`src/rtl/pipe_ctrl_pkg.sv`:
```
// Shared op codes, FSM encoding and scoreboard entry type for the IF/ID/EX
// pipeline controller.
package pipe_ctrl_pkg;
  localparam logic [4:0] OH_NONE = 5'd0;
  localparam logic [4:0] OH_ADDI = 5'd1;
  localparam logic [4:0] OH_ADD  = 5'd2;
  localparam logic [4:0] OH_SUB  = 5'd3;
  localparam logic [4:0] OH_BNE  = 5'd4;
  localparam logic [4:0] OH_BEQ  = 5'd5;
  localparam logic [4:0] OH_JAL  = 5'd6;
  localparam logic [4:0] OH_LUI  = 5'd7;

  typedef enum logic {ST_RUN = 1'b0, ST_REDIR = 1'b1} state_e;

  typedef struct packed {
    logic       vld;
    logic [4:0] rd;
  } sb_ent_t;

  function automatic logic uses_rs1(input logic [4:0] oh);
    case (oh)
      OH_ADDI, OH_ADD, OH_SUB, OH_BNE, OH_BEQ: uses_rs1 = 1'b1;
      OH_NONE, OH_JAL, OH_LUI:                 uses_rs1 = 1'b0;
      default:                                 uses_rs1 = 1'b0;
    endcase
  endfunction

  function automatic logic uses_rs2(input logic [4:0] oh);
    case (oh)
      OH_ADD, OH_SUB, OH_BNE, OH_BEQ: uses_rs2 = 1'b1;
      default:                        uses_rs2 = 1'b0;
    endcase
  endfunction
endpackage

```
`src/rtl/wb_scoreboard.sv`:
```
// Write-back shift line: tracks destination registers of issued instructions
// until they reach the register file and flags RAW hazards in ID.
module wb_scoreboard
  import pipe_ctrl_pkg::*;
#(
  parameter int WB_LAT = 2
) (
  input  logic       clk,
  input  logic       rst,
  input  logic       push_vld,
  input  logic [4:0] push_rd,
  input  logic [4:0] rs1_addr,
  input  logic       rs1_use,
  input  logic [4:0] rs2_addr,
  input  logic       rs2_use,
  output logic       hazard
);
  sb_ent_t [WB_LAT-1:0] ent_q, ent_d;
  logic    [WB_LAT-1:0] hit;

  always_comb begin
    ent_d    = ent_q;
    ent_d[0] = '{vld: push_vld, rd: push_rd};
    for (int i = 1; i < WB_LAT; i++) ent_d[i] = ent_q[i-1];
  end

  // x0 is hardwired, so a read of it can never depend on an in-flight write.
  for (genvar i = 0; i < WB_LAT; i++) begin : g_hit
    assign hit[i] = ent_q[i].vld &&
                    ((rs1_use && (rs1_addr != 5'd0) && (rs1_addr == ent_q[i].rd)) ||
                     (rs2_use && (rs2_addr != 5'd0) && (rs2_addr == ent_q[i].rd)));
  end

  assign hazard = |hit;

  always_ff @(posedge clk) begin
    if (rst) ent_q <= '0;
    else     ent_q <= ent_d;
  end
endmodule

```
`src/rtl/pipe_ctrl.sv`:
```
// Pipeline controller: RAW stall via write-back scoreboard, redirect/squash FSM
// and stall/flush performance counters.
module pipe_ctrl
  import pipe_ctrl_pkg::*;
#(
  parameter int WB_LAT    = 2,
  parameter int REDIR_CYC = 1
) (
  input  logic        clk,
  input  logic        rst,
  input  logic        id_valid,
  input  logic [4:0]  id_oh,
  input  logic [4:0]  id_rs1_addr,
  input  logic [4:0]  id_rs2_addr,
  input  logic [4:0]  id_rd_addr,
  input  logic        id_rd_wen,
  input  logic        ex_jump,
  input  logic [31:0] ex_jump_addr,
  input  logic        stall_req_ext,
  output logic        hold_pc,
  output logic        hold_if_id,
  output logic        flush_if_id,
  output logic        flush_id_ex,
  output logic        pc_load,
  output logic [31:0] pc_load_addr,
  output logic        issue,
  output logic [31:0] stall_cnt,
  output logic [31:0] flush_cnt
);
  state_e      state_q, state_d;
  logic [1:0]  rcnt_q, rcnt_d;
  logic [31:0] stall_cnt_q, stall_cnt_d, flush_cnt_q, flush_cnt_d;
  logic        hazard;

  wb_scoreboard #(.WB_LAT(WB_LAT)) u_sb (
    .clk      (clk),
    .rst      (rst),
    .push_vld (issue & id_rd_wen & (id_rd_addr != 5'd0)),
    .push_rd  (id_rd_addr),
    .rs1_addr (id_rs1_addr),
    .rs1_use  (id_valid & uses_rs1(id_oh)),
    .rs2_addr (id_rs2_addr),
    .rs2_use  (id_valid & uses_rs2(id_oh)),
    .hazard   (hazard)
  );

  always_comb begin
    hold_pc      = 1'b0;
    hold_if_id   = 1'b0;
    flush_if_id  = 1'b0;
    flush_id_ex  = 1'b0;
    pc_load      = 1'b0;
    pc_load_addr = '0;
    issue        = 1'b0;
    state_d      = state_q;
    rcnt_d       = rcnt_q;
    stall_cnt_d  = stall_cnt_q;
    flush_cnt_d  = flush_cnt_q;
    if (!rst) begin
      // A redirect wins over everything, in either state.
      if (ex_jump) begin
        pc_load      = 1'b1;
        pc_load_addr = ex_jump_addr;
        flush_if_id  = 1'b1;
        flush_id_ex  = 1'b1;
        rcnt_d       = 2'(REDIR_CYC - 1);
        state_d      = ST_REDIR;
        flush_cnt_d  = flush_cnt_q + 32'd1;
      end else if (state_q == ST_REDIR) begin
        flush_if_id = 1'b1;
        flush_id_ex = 1'b1;
        if (rcnt_q == 2'd0) state_d = ST_RUN;
        else                rcnt_d  = rcnt_q - 2'd1;
      end else if (stall_req_ext || hazard) begin
        hold_pc     = 1'b1;
        hold_if_id  = 1'b1;
        flush_id_ex = 1'b1;
        stall_cnt_d = stall_cnt_q + 32'd1;
      end else begin
        issue = id_valid;
      end
    end
  end

  always_ff @(posedge clk) begin
    if (rst) begin
      state_q     <= ST_RUN;
      rcnt_q      <= 2'd0;
      stall_cnt_q <= '0;
      flush_cnt_q <= '0;
    end else begin
      state_q     <= state_d;
      rcnt_q      <= rcnt_d;
      stall_cnt_q <= stall_cnt_d;
      flush_cnt_q <= flush_cnt_d;
    end
  end

  assign stall_cnt = stall_cnt_q;
  assign flush_cnt = flush_cnt_q;
endmodule
```
`config.mk`:
```
export PLATFORM = sky130hd
export DESIGN_NAME = pipe_ctrl
export DESIGN_NICKNAME = d
export VERILOG_FILES = /design/src/rtl/pipe_ctrl_pkg.sv /design/src/rtl/wb_scoreboard.sv /design/src/rtl/pipe_ctrl.sv
export SDC_FILE = /design/constraint.sdc
export NUM_CORES = 1
export LEC_CHECK = 0
export ABC_CLOCK_PERIOD_IN_PS = 3100
export CAP_MARGIN = 20
export CORE_MARGIN = 2
export CORE_UTILIZATION = 40
export CTS_CLUSTER_SIZE = 12
export DETAILED_ROUTE_END_ITERATION = 12
export PLACE_DENSITY = 0.84
export SKIP_CTS_REPAIR_TIMING = 1
export SYNTH_ARGS = -nofsm -noshare
export SYNTH_HDL_FRONTEND = slang
export SYNTH_SLANG_ARGS = --single-unit
```
`constraint.sdc`:
```
create_clock -name clk -period 3.1 [get_ports clk]
set_input_delay 0.62 -clock clk [delete_from_list [all_inputs] [get_ports clk]]
set_output_delay 0.62 -clock clk [all_outputs]
set_load 0.02 [all_outputs]
```
Word-level counts from Yosys, hierarchy flattened
Memory sizes are Yosys's and may differ from the RTL's.
Index checks and enable logic that the tools add are counted.
{"block": "word_totals", "ff_bits": 79, "inputBits": 58, "word_cells": 71, "memories": 1, "output_inout_bits": 102, "rom_bits": 8}
{"block": "op_classes", "n_mux": 23, "eq_ne": 8, "bitwise": 7, "add_sub_neg": 3, "reduce_logical": 21}
{"name": "(no name shown)", "words": 8, "word_bits": 1, "read_ports": 1, "rd_ports_with_merged_regs": 0, "wr": 0, "line_no": "pipe_ctrl_pkg.sv:21", "text": "case (oh)"}
{"cell": "32-bit by 1-bit adder with 32-bit output (second input constant)", "n": 2}
{"cell": "32-bit two-way mux", "n": 2}
{"cell": "1-bit two-way mux", "n": 21}
{"cell": "5-bit equality test", "n": 4}
{"cell": "5-bit nonzero test", "n": 3}
{"cell": "5-bit by 2-bit equality test with 1-bit output (second input constant)", "n": 2}
{"cell": "5-bit by 3-bit equality test with 1-bit output (second input constant)", "n": 2}
{"cell": "1-bit logical AND", "n": 8}
{"cell": "1-bit AND", "n": 4}
{"cell": "2-bit zero test", "n": 2}
{"cell": "2-bit OR reduction", "n": 2}
{"cell": "4-bit OR reduction", "n": 1}
{"cell": "1-bit logical OR", "n": 3}
{"cell": "1-bit inverter", "n": 3}
{"cell": "3-bit AND reduction", "n": 1}
{"cell": "2-bit AND reduction", "n": 1}
{"cell": "2-bit by 1-bit subtractor with 2-bit output (second input constant)", "n": 1}

Depth between registers and ports, before layout
{"block": "depth", "ltp_word": 16, "depth_mapped": 9, "depth_no_buf": 7}

Hierarchy
From an unflattened synthesis, not the netlist that was laid out.
{"block": "unflattened", "hier_cells": 497, "area_unflattened_um2": 4146.5}
{"module": "pipe_ctrl", "cells_per_inst": 439, "n_inst": 1, "seq_area_each_um2": 1341.3, "area_each_um2": 3565.9}
{"module": "wb_scoreboard", "cells_per_inst": 58, "n_inst": 1, "seq_area_each_um2": 240.2, "area_each_um2": 580.6}

Worst setup path before layout
OpenSTA, ideal clock, no wires.
{"block": "synth_path", "path_kind": "input port to output port", "start": "in id_oh[4]", "end": "out hold_pc", "path_buffers": 3, "arrival_time_ps": 2902, "setup_slack_ps": -422, "cell_stages": 9, "path_cell_list": "nor3b_1 > nand3_1 > or4_1 > a21bo_2 > buf_6 > clkbuf_1 > and2_1 > nor3_1 > buf_4"}
{"block": "synth_via", "elab_chain_len": 14, "elab_cells_between_ends": 26, "classes_between": "eq/ne (4); mux (6); bitwise (2); reduce/logical (14)"}
{"element": "start, declared", "line_no": "pipe_ctrl.sv:12", "text": "input logic [4:0] id_oh,"}
{"element": "5-bit by 2-bit equality test with 1-bit output or 5-bit by 3-bit equality test with 1-bit output (tied branches)", "line_no": "pipe_ctrl_pkg.sv:29", "text": "case (oh)"}
{"element": "4-bit OR reduction", "line_no": "pipe_ctrl_pkg.sv:29"}
{"element": "1-bit two-way mux", "line_no": "pipe_ctrl_pkg.sv:29"}
{"element": "1-bit AND", "line_no": "pipe_ctrl.sv:43", "text": ".rs2_use (id_valid & uses_rs2(id_oh)),"}
{"element": "1-bit logical AND (2 in series)", "line_no": "wb_scoreboard.sv:31", "text": "(rs2_use && (rs2_addr != 5'd0) && (rs2_addr == ent_q[i].rd)));"}
{"element": "1-bit logical OR", "line_no": "wb_scoreboard.sv:30", "text": "((rs1_use && (rs1_addr != 5'd0) && (rs1_addr == ent_q[i].rd)) ||"}
{"element": "1-bit logical AND", "line_no": "wb_scoreboard.sv:29", "text": "assign hit[i] = ent_q[i].vld &&"}
{"element": "2-bit OR reduction (*)", "line_no": "wb_scoreboard.sv:34", "text": "assign hazard = |hit;"}
{"element": "1-bit logical OR (*)", "line_no": "pipe_ctrl.sv:74", "text": "end else if (stall_req_ext || hazard) begin"}
{"element": "1-bit two-way mux (*) (4 in series)"}
{"element": "end, declared", "line_no": "pipe_ctrl.sv:20", "text": "output logic hold_pc,"}
Mark *: on every way between the ends. The rest lies on a longest branch, timed or not.

Worst setup path after layout
{"block": "layout_path", "start": "in id_oh[3]", "end": "out hold_if_id"}
{"block": "layout_via", "elab_chain_len": 14, "elab_cells_between_ends": 26, "classes_between": "eq/ne (4); mux (6); bitwise (2); reduce/logical (14)"}
{"element": "5-bit by 2-bit equality test with 1-bit output or 5-bit by 3-bit equality test with 1-bit output (tied branches)", "line_no": "pipe_ctrl_pkg.sv:29"}
{"element": "4-bit OR reduction", "line_no": "pipe_ctrl_pkg.sv:29"}
{"element": "1-bit two-way mux", "line_no": "pipe_ctrl_pkg.sv:29"}
{"element": "1-bit AND", "line_no": "pipe_ctrl.sv:43"}
{"element": "1-bit logical AND (2 in series)", "line_no": "wb_scoreboard.sv:31"}
{"element": "1-bit logical OR", "line_no": "wb_scoreboard.sv:30"}
{"element": "1-bit logical AND", "line_no": "wb_scoreboard.sv:29"}
{"element": "2-bit OR reduction (*)", "line_no": "wb_scoreboard.sv:34"}
{"element": "1-bit logical OR (*)", "line_no": "pipe_ctrl.sv:74"}
{"element": "1-bit two-way mux (*)", "line_no": "pipe_ctrl.sv:74"}
{"element": "1-bit two-way mux (*)", "line_no": "pipe_ctrl.sv:69", "text": "end else if (state_q == ST_REDIR) begin"}
{"element": "1-bit two-way mux (*)", "line_no": "pipe_ctrl.sv:61", "text": "if (ex_jump) begin"}
{"element": "1-bit two-way mux (*)", "line_no": "pipe_ctrl.sv:59", "text": "if (!rst) begin"}
{"element": "end, declared", "line_no": "pipe_ctrl.sv:21", "text": "output logic hold_if_id,"}
Marks and branches as above.

==> flow_summary.json <==
{
  "status": "completed",
  "die_w_um": 107,
  "dr.first_iter.drc_count": 123,
  "worst-setup-path-type": "in2out",
  "die_y_um": 107,
  "fmax_mhz": 337,
  "p_clk_share_pct": 33.8,
  "synth_nets": 567,
  "vias": 4230,
  "synth_area_um2": 4270,
  "fin_util_pct": 62.2,
  "pre_cts_slack_ns": -0.574,
  "r2r_start": "u_sb.ent_d[7]",
  "ioPinCount": 160,
  "cp.arrival_ns": 2.35,
  "finClkSkew_ns": 0.00932,
  "track_usage_pct": 20.3,
  "synth_seq_cells": 79,
  "max_stage_delay_ns": 0.48,
  "combinationalPowerShare_pct": 14.9,
  "relSlewSlack_pct": 54.5,
  "fp.dieArea_um2": 11500,
  "synth_area_leaders": "dfxtp_1, xor2_1, mux2_2",
  "reg2reg_depth": 8,
  "cts-root-buf": "clkbuf_8",
  "async_reset_ff_share_pct": 0,
  "rrSetupSlack_ns": 0.38,
  "crit_chain": "dlymetal6s2s_1, nor3b_4, nand3_1, or4_1, a21bo_2, and2_4, nor3_4, buf_6",
  "start_util_pct": 41.3,
  "powerDensity_nw_per_um2": 316,
  "min_from": "u_sb.ent_d[11]",
  "worstPathMaxFanout": 3,
  "antenna_found_initial": 0,
  "cts_made_buffers": 9,
  "insertion_delay_ns": 0.36,
  "syn_inst": 506,
  "switching_share_pct": 26.0,
  "setup_slack_ns": 0.135,
  "viasPerCell": 5.15,
  "power.net_switching_uw": 528,
  "ys_seq_area_share_pct": 37.1,
  "finalCritPeriodShare_pct": 95.7,
  "r2r-end": "stall_cnt[30]",
  "synth_edf_count": 0,
  "overflow": 0,
  "synth_cell_types": 42,
  "leakage_nw": 2.49,
  "yosys_warnings": 0,
  "hold_depth": 1,
  "worstPathRequired_ns": 2.48,
  "drive_above_1_share_pct": 13.3,
  "grt_pass1_vias": 4107,
  "p_int_mw": 1.50,
  "synth_ff_type": "dfxtp_1",
  "fin_total_pwr_mw": 2.03,
  "gp_congestion": 0.901,
  "core-area_um2": 10300,
  "critPathCaptureType": "output port",
  "io_buffers": 159,
  "drc": 0,
  "period_minus_slack_ns": 2.97,
  "cts_tree": "yes",
  "seq_power_share_pct": 51.2,
  "drt-pass1-iter-count": 4,
  "synth_top_area_share_pct": 37.1,
  "setup_viol": 0,
  "wl_per_cell_um": 14.2,
  "n_antenna_cell": 0,
  "worst_slew_pin_slew_ns": 0.683,
  "start_kind": "input pin",
  "worst_hold_path.endpoint": "u_sb.ent_q[11]",
  "area_growth_pct": 50.6,
  "wirelength_um": 11700,
  "cap_violations": 0,
  "rsz0062_at_grt": "no",
  "clkSinkCount": 79,
  "yosysTopAreaCell": "dfxtp_1",
  "rows": 37,
  "avgSynthCellArea_um2": 8.43,
  "grt_pass1_wl_um": 18900,
  "path_clk_slew_ns": 0.07,
  "htreeDepth": 3,
  "finalHoldViolations": 0,
  "grt_max_degree": 75,
  "fin_nets": 743,
  "ir_worst_vdd_mv": 0.174,
  "cts_buffer_depth": 2,
  "slew_viol_final": 0,
  "hpwl_um": 8890,
  "ant_nets": 0,
  "hp-class": "reg2reg",
  "cp_slowest_cell": "or4_1"
}
-- worst max-delay path: cells and delay by family --
family / cells / cell delay [ns]
AO/OA/AOI/OAI: 1 / 0.24
AND/OR/NAND/NOR: 5 / 1.18
buffers and inverters: 2 / 0.29
-- power groups by stage --
stage / logic, mW / registers (mW) / clock network [mW]
after floorplan: 0.129 / 1.06 / 0
after global routing: 0.327 / 1.04 / 0.753
after detailed placement: 0.301 / 1.06 / 0
final: 0.303 / 1.04 / 0.686
after global placement: 0.295 / 1.06 / 0
after CTS: 0.302 / 1.04 / 0.702
-- cell usage after synthesis, types with 3 or more instances --
| cell type | count |
|---|---|
| nand3_1 | 29 |
| a2111oi_1 | 4 |
| clkbuf_1 | 22 |
| mux2_1 | 4 |
| nand2_1 | 21 |
| mux2_2 | 26 |
| a211oi_1 | 6 |
| or4_1 | 4 |
| o21ai_0 | 6 |
| a21oi_1 | 19 |
| ha_1 | 3 |
| and4_1 | 6 |
| or3_1 | 6 |
| and2_1 | 34 |
| a2111oi_0 | 5 |
| nor2_1 | 73 |
| xor2_1 | 34 |
| xnor2_1 | 15 |
| inv_1 | 7 |
| nor2b_1 | 44 |
| and3_1 | 8 |
| nand4_1 | 18 |
| dfxtp_1 | 79 |
| nor3_1 | 7 |
| nor4_1 | 4 |
-- final cells by class --
cell class / count / area [um2]
tap: 136 / 170
inverter: 7 / 26.3
multi-input combinational: 393 / 2600
fill: 840 / 3900
clock buffer: 11 / 141
timing repair buffer: 192 / 1870
clock inverter: 4 / 32.5
sequential: 79 / 1580
-- cell families after synthesis --
group	after synthesis	synth area share (%)
and+or+nand+nor	261	32.3
DFF	79	37.1
xor gates and xnor gates	49	10.1
AOI/OAI and AO/OA	48	7.95
buffers and inverters	34	3.31
muxes	32	8.39
adders and majority gates	3	0.880
-- how the worst max path moves through the flow --
| stage | startpoint | to | slack, ns | cells past startpoint |
|---|---|---|---|---|
| floorplan | id_oh[1] | hold_pc | 0.02 | 9 |
| global placement | id_oh[1] | hold_if_id | -0.54 | 8 |
| detailed placement | id_oh[1] | hold_if_id | -0.57 | 8 |
| CTS | id_oh[1] | hold_if_id | -0.59 | 8 |
| global route | id_oh[3] | hold_if_id | 0.06 | 8 |
| finish | id_oh[3] | hold_if_id | 0.13 | 8 |
-- registers in the layout, summed over array words and instances (netlist names) --
| name | cells |
|---|---|
| u_sb.ent_d | 6 |
| flush_cnt | 32 |
| stall_cnt | 32 |
| rcnt_q | 2 |
| state_q | 1 |
| u_sb.ent_q | 6 |
-- layer usage --
metal | GRT usage (%) | routed length (um) | up-vias | part of all wire [%]
li1 | - | - | 2087 | -
met1 | 24.3 | 4880 | 1965 | 42
met2 | 35.0 | 5720 | 162 | 49
met3 | 5.87 | 892 | 16 | 7.6
met4 | 6.40 | 216 | 0 | 1.8
met5 | 0 | 0 | - | 0
-- metrics by stage --
step | hold slack (ns) | cell area, um2 | setup TNS, ns | instances
3_3_place_gp | 0.456 | 6170 | -5.27 | 806
2_1_floorplan | 0.428 | 4290 | 0 | 506
3_5_place_dp | 0.459 | 6170 | -6.62 | 806
6_report | 0.466 | 6420 | 0 | 822
5_1_grt | 0.483 | 6420 | 0 | 822
4_1_cts | 0.471 | 6340 | -2.32 | 821
-- layout by cell type (no fill, tap or decap), drive strengths merged, types with 8 or more instances in the layout --
cell type / count
nand4: 18
dfxtp: 79
and2: 34
xor2: 34
nand3: 29
clkbuf: 12
and3: 8
dlymetal6s2s: 16
buf: 37
a21oi: 19
xnor2: 15
clkdlybuf4s50: 138
mux2: 30
a2111oi: 11
nor2: 73
nor2b: 44
nand2: 21
Note: power is estimated with default switching activity, not from simulation.
